## src/rtl/filt_cic_interp.sv

```systemverilog
// rtl/filt_cic_interp.sv - CIC interpolator: N combs at the low rate, zero-stuff by R, N integrators, unity-gain output
module filt_cic_interp #(
  parameter int DATA_WIDTH = 16,
  parameter int RATE_POWER = 2,
  parameter int NUM_STAGES = 2
) (
  input  logic                  clk,
  input  logic                  rst,
  input  logic                  ena,
  input  logic [DATA_WIDTH-1:0] data_in,
  input  logic                  in_valid,
  output logic                  in_ready,
  output logic [DATA_WIDTH-1:0] data_out,
  output logic                  out_valid,
  output logic                  underflow
);

  localparam int W = DATA_WIDTH + NUM_STAGES * RATE_POWER;
  localparam int S = (NUM_STAGES - 1) * RATE_POWER;
  localparam logic signed [W-1:0] SAT_HI = {{(W-DATA_WIDTH+1){1'b0}}, {(DATA_WIDTH-1){1'b1}}};
  localparam logic signed [W-1:0] SAT_LO = {{(W-DATA_WIDTH+1){1'b1}}, {(DATA_WIDTH-1){1'b0}}};

  logic [RATE_POWER-1:0]  phase;
  logic signed [W-1:0]    held;
  logic signed [W-1:0]    data_ext;
  logic signed [W-1:0]    comb_out;
  logic signed [W-1:0]    zin;
  logic signed [W-1:0]    comb_dly [NUM_STAGES];
  logic signed [W-1:0]    comb_tap [NUM_STAGES+1];
  logic signed [W-1:0]    integ    [NUM_STAGES];
  logic signed [W-1:0]    last;
  logic        [W-1:0]    mag;
  logic        [W-1:0]    shifted;
  logic signed [W-1:0]    scaled;
  logic [DATA_WIDTH-1:0]  sat_val;
  logic                   accept;
  logic                   miss;

  assign in_ready = (phase == '0);
  assign accept   = ena & in_ready & in_valid;
  assign miss     = ena & in_ready & ~in_valid;
  assign data_ext = {{(W-DATA_WIDTH){data_in[DATA_WIDTH-1]}}, data_in};

  // A missing sample repeats the held value so the comb sees a flat input, not a spike to zero.
  always_comb begin
    comb_tap[0] = in_valid ? data_ext : held;
    for (int k = 0; k < NUM_STAGES; k++) begin
      comb_tap[k+1] = comb_tap[k] - comb_dly[k];
    end
  end

  // comb_out is refreshed on phase 0, so phase 1 is the one slot that carries it.
  assign zin = (phase == RATE_POWER'(1)) ? comb_out : '0;

  // Symmetric truncation: shift the magnitude so negative values round toward zero too.
  always_comb begin
    last    = integ[NUM_STAGES-1];
    mag     = last[W-1] ? -last : last;
    shifted = mag >> S;
    scaled  = last[W-1] ? -$signed(shifted) : $signed(shifted);
    if (scaled > SAT_HI) begin
      sat_val = SAT_HI[DATA_WIDTH-1:0];
    end else if (scaled < SAT_LO) begin
      sat_val = SAT_LO[DATA_WIDTH-1:0];
    end else begin
      sat_val = scaled[DATA_WIDTH-1:0];
    end
  end

  always_ff @(posedge clk) begin
    if (rst) begin
      phase     <= '0;
      held      <= '0;
      comb_out  <= '0;
      data_out  <= '0;
      out_valid <= 1'b0;
      underflow <= 1'b0;
      for (int k = 0; k < NUM_STAGES; k++) begin
        comb_dly[k] <= '0;
        integ[k]    <= '0;
      end
    end else begin
      out_valid <= ena;
      if (ena) begin
        phase <= phase + 1'b1;
        if (accept) begin
          held <= data_ext;
        end
        if (miss) begin
          underflow <= 1'b1;
        end
        if (in_ready) begin
          for (int k = 0; k < NUM_STAGES; k++) begin
            comb_dly[k] <= comb_tap[k];
          end
          comb_out <= comb_tap[NUM_STAGES];
        end
        // Integrators wrap modulo 2**W; the comb differences cancel the wrap at the output.
        integ[0] <= integ[0] + zin;
        for (int k = 1; k < NUM_STAGES; k++) begin
          integ[k] <= integ[k] + integ[k-1];
        end
        data_out <= sat_val;
      end
    end
  end

endmodule
```

## config.mk

```make
export PLATFORM = sky130hd
export DESIGN_NAME = filt_cic_interp
export DESIGN_NICKNAME = d
export VERILOG_FILES = /design/src/rtl/filt_cic_interp.sv
export SDC_FILE = /design/constraint.sdc
export NUM_CORES = 1
export LEC_CHECK = 0
export CELL_PAD_IN_SITES_DETAIL_PLACEMENT = 1
export CELL_PAD_IN_SITES_GLOBAL_PLACEMENT = 2
export CORE_MARGIN = 4
export CORE_UTILIZATION = 44
export CTS_BUF_LIST = sky130_fd_sc_hd__clkbuf_8
export DETAILED_ROUTE_END_ITERATION = 10
export PLACE_DENSITY = 0.92
export REMOVE_ABC_BUFFERS = 1
export SYNTH_ARGS = -nofsm -noshare
export SYNTH_HDL_FRONTEND = slang
export SYNTH_SLANG_ARGS = --single-unit
```

## constraint.sdc

```tcl
create_clock -name clk -period 16.11 [get_ports clk]
set_input_delay 2.4165 -clock clk [delete_from_list [all_inputs] [get_ports clk]]
set_output_delay 2.4165 -clock clk [all_outputs]
set_load 0.03 [all_outputs]
```

==> impl_table.tex <==
\begin{tabular}{lr}
\hline
Metric & Value \\
\hline
\multicolumn{2}{l}{\textbf{Clock tree}} \\
Clock slew at the register clock pins of the worst setup and hold paths & $\sim$80 ps \\
Clock Sinks & about 130 \\
Clock root cell & clkbuf\_8 \\
Number of buffers added to fix hold violations after cts & 0 \\
Quantity of gates resized following cts & 0 \\
Depth of the CTS H-tree & 4 \\
Maximum buffer depth of the clock tree & 2 \\
Latest clock arrival within the worst-skew pair & $\sim$460 ps \\
CTS buffer count & 17 \\
Clock tree from TritonCTS & yes \\
Post-CTS setup buffer count & 0 \\
\multicolumn{2}{l}{\textbf{STA}} \\
Number of max-slew violations in the final report & 0 \\
Maximum clock frequency & between 100 and 150 MHz \\
Setup clock skew after layout & 13.5 ps \\
Period Utilization, post-route & roughly 45\% \\
Tightest slew margin relative to the limit & about a third \\
Worst path setup slack after routing & 8890 ps \\
RSZ-0062 raised after global routing & false \\
Endpoints failing setup & 0 \\
Count of final hold-check violations & 0 \\
Time the final worst path needs with I/O delays and setup & between 7000 and 8000 ps \\
Worst Max-Slew Pin Slew & $\sim$1000 ps \\
Accumulated negative setup slack & 0 ps \\
\multicolumn{2}{l}{\textbf{Placed design}} \\
Input/output buffers & 38 \\
Final Wtd Congestion & roughly 0.85 \\
Placement-stage cell area & a little under 10,000 um2 \\
Setup slack after placement & 8400 ps \\
Half-perimeter wire length after detailed placement & approximately 15 mm \\
\multicolumn{2}{l}{\textbf{Detailed routing}} \\
Routed vias & roughly 7,100 \\
Number of remaining DRC errors & 0 \\
Length of the first detailed-routing pass in iterations & 4 \\
DR WL/cell & 15.6 um \\
Number of nets still failing antenna checks after routing & 0 \\
DRC marker count from the first detailed-route iteration & around 250 \\
Vias per Instance & $\sim$5.5 \\
Overall routed net length & $\sim$20 mm \\
\multicolumn{2}{l}{\textbf{Floorplan}} \\
Number of cell rows & 52 \\
Die Area & around 23,000 um2 \\
Number of ports placed on the die boundary & 39 \\
Standard cell core area & roughly 20,000 um2 \\
Initial Util & about 45\% \\
Die boundary height & about 150 um \\
Die Span X & between 150 and 200 um \\
\multicolumn{2}{l}{\textbf{Synthesis}} \\
Post-Synthesis Cell Area & a little over 9000 um2 \\
Sequential element share of the synthesized area & a little under two fifths \\
Number of distinct library cells after synthesis & 63 \\
Fraction of registers with async set or reset after synthesis & 0\% \\
Cell taking the most area after synthesis & edfxtp\_1 \\
Avg Synthesized Cell Area & $\sim$9.2 um2 \\
Top cell type's share of synthesized area & between 20\% and 30\% \\
Most common cell in the synthesized netlist & nand2\_1 \\
FF+latch count, synth & about 130 \\
Flip-flop cell with the highest count after synthesis & edfxtp\_1 \\
Most area-consuming cells after synthesis & edfxtp\_1 (25\%), dfxtp\_1 (12\%), ha\_1 (10\%), nand2\_1 (4.2\%), xnor2\_1 (4.0\%) \\
Commonest cells in the netlist & nand2\_1 (102), edfxtp\_1 (76), ha\_1 (76) \\
EDFF count, synth & between 70 and 80 \\
Yosys Warn Count & 0 \\
Count of mapped cells out of synthesis & about 980 \\
\multicolumn{2}{l}{\textbf{Worst setup path}} \\
Startpoint types & input pin \\
CP endpoint kind & register \\
Largest fanout of any net on the critical path & 19 \\
Required time reported for the critical path endpoint & about 16,000 ps \\
Largest stage delay on the critical path & 660 ps \\
CP arrival & $\sim$7600 ps \\
Kind of critical path & in -> reg \\
Slowest cell on crit path & a2111oi\_0 \\
CP cell instances & clkdlybuf4s50\_1 -> buf\_4 -> mux2i\_1 -> ha\_1 -> inv\_1 -> fa\_1 -> a21o\_1 -> a21oi\_1 -> o21bai\_1 -> a2111oi\_0 -> nor2\_1 -> a21o\_1 -> a21oi\_1 -> xnor2\_1 -> ha\_1 -> a21o\_1 -> a21oi\_1 -> a21boi\_0 -> o41ai\_1 -> mux2i\_1 -> nand3\_1 \\
\multicolumn{2}{l}{\textbf{Cells and area}} \\
Antenna diode count & 0 \\
Combined area of the multi-input logic cells & 5260 um2 \\
Register Area & about 3400 um2 \\
Layout cells sized above 1 & between 7 and 8\% \\
Fill count & $\sim$2,300 \\
Area of all placed cells without fillers & 10,100 um2 \\
Final nets & between 1,000 and 1,500 \\
Area delta synth->final & 11.6\% \\
\multicolumn{2}{l}{\textbf{GRT}} \\
Met3 track utilization from global routing & about 2.9\% \\
Met2 track utilization from global routing & a little over a third \\
Global-route layer with the greatest usage & met2 \\
Vias in the first global route & around 7,400 \\
Met1 track utilization from global routing & between 20 and 25\% \\
Global-route wire length before repair & $\sim$35 mm \\
Pin count of the biggest net entering global routing & between 40 and 50 \\
GR Util All Layers & a little under a fifth \\
Global route total overflow & 0 \\
Antenna violations before repair & 0 \\
\multicolumn{2}{l}{\textbf{Power and ir drop}} \\
Worst-case vdd ir drop & 0.0519 mV \\
Total chip power & around 1.2 mW \\
P\_leak & approximately 4.1 nW \\
Total power per unit cell area & $\sim$110 nW/um2 \\
\multicolumn{2}{l}{\textbf{Job}} \\
Max\_cap viols & 0 \\
\multicolumn{2}{l}{\textbf{Min path}} \\
Worst min-delay path class & reg -> reg \\
\multicolumn{2}{l}{\textbf{Status}} \\
Outcome & finished clean \\
\hline
\end{tabular}
## through the flow
| stage | utilization (%) | cells | hold slack [ps] |
|---|---|---|---|
| after global placement | 47.9 | 1267 | 425 |
| after floorplan | - | 948 | 417 |
| after CTS | 50.0 | 1299 | 454 |
| after detailed placement | 47.9 | 1267 | 435 |
| final | 50.0 | 1299 | 448 |
| after global routing | 50.0 | 1299 | 476 |
## layout make-up
| cell class | instances | share of cell area (%) |
|---|---|---|
| Inverter | 59 | 2.19 |
| Clock inverter | 15 | 1.88 |
| Clock buffer | 17 | 2.31 |
| Timing Repair Buffer | 49 | 4.58 |
| Tap cell | 270 | 3.34 |
| Sequential cell | 132 | 33.7 |
| Multi-Input combinational cell | 757 | 52.0 |
## registers in the layout, indices dropped and copies added (netlist names)
signal and count:
underflow 1, out_valid 1, integ 40, comb_out 20, held 16, comb_dly 36
phase 2, data_out 16
## layer usage
metal,up-vias,wire (um)
met5,-,0
met4,0,315
met3,27,468
met2,83,10600
met1,3408,8830
li1,3609,-
## power by group
part / internal [mW] / total (mW) / leakage, nW / switching [mW]
registers: 0.404 / 0.431 / 1.29 / 0.0263
clock network: 0.167 / 0.307 / 0.214 / 0.140
logic: 0.183 / 0.423 / 2.58 / 0.240
total: 0.755 / 1.16 / 4.08 / 0.407
## worst paths after layout
kind               start  depth (start not counted)           end  slack (ps)
max             in_valid                         21  comb_out[18]        8890
min          comb_out[9]                          2   comb_out[9]         450
max reg2reg      held[0]                         19  comb_out[18]       11350
min reg2reg  comb_out[9]                          2   comb_out[9]         450
## worst max-delay path, delay by kind of cell
family                   cells  cell delay, ps
AO/OA/AOI/OAI               10            2540
AND/OR/NAND/NOR              2             240
XOR/XNOR                     1             160
adder cells (fa/ha/maj)      3             900
multiplexers                 2             530
buffers and inverters        3             760
## placed cells by master, fill, tap and decap left out, types with 20 or more instances in the layout
cell type and count:
edfxtp_1 76, inv_1 61, nor3_1 31, clkdlybuf4s50_1 38, xnor2_1 41, a21o_1 27
ha_1 76, and3_1 20, nor2_1 68, nand2_1 102, xor2_1 26, and2_1 42
a21oi_1 56, o21a_1 21, o21ai_0 49, dfxtp_1 56
## kinds of logic after synthesis
logic type | synth area share (%)
xor+xnor | 6.48
compound gates | 18.5
simple gates | 18.9
buf+inv | 4.42
flops | 37.6
fa+ha+maj | 11.4
mux | 2.76
Power figures use the tool's default switching activity.
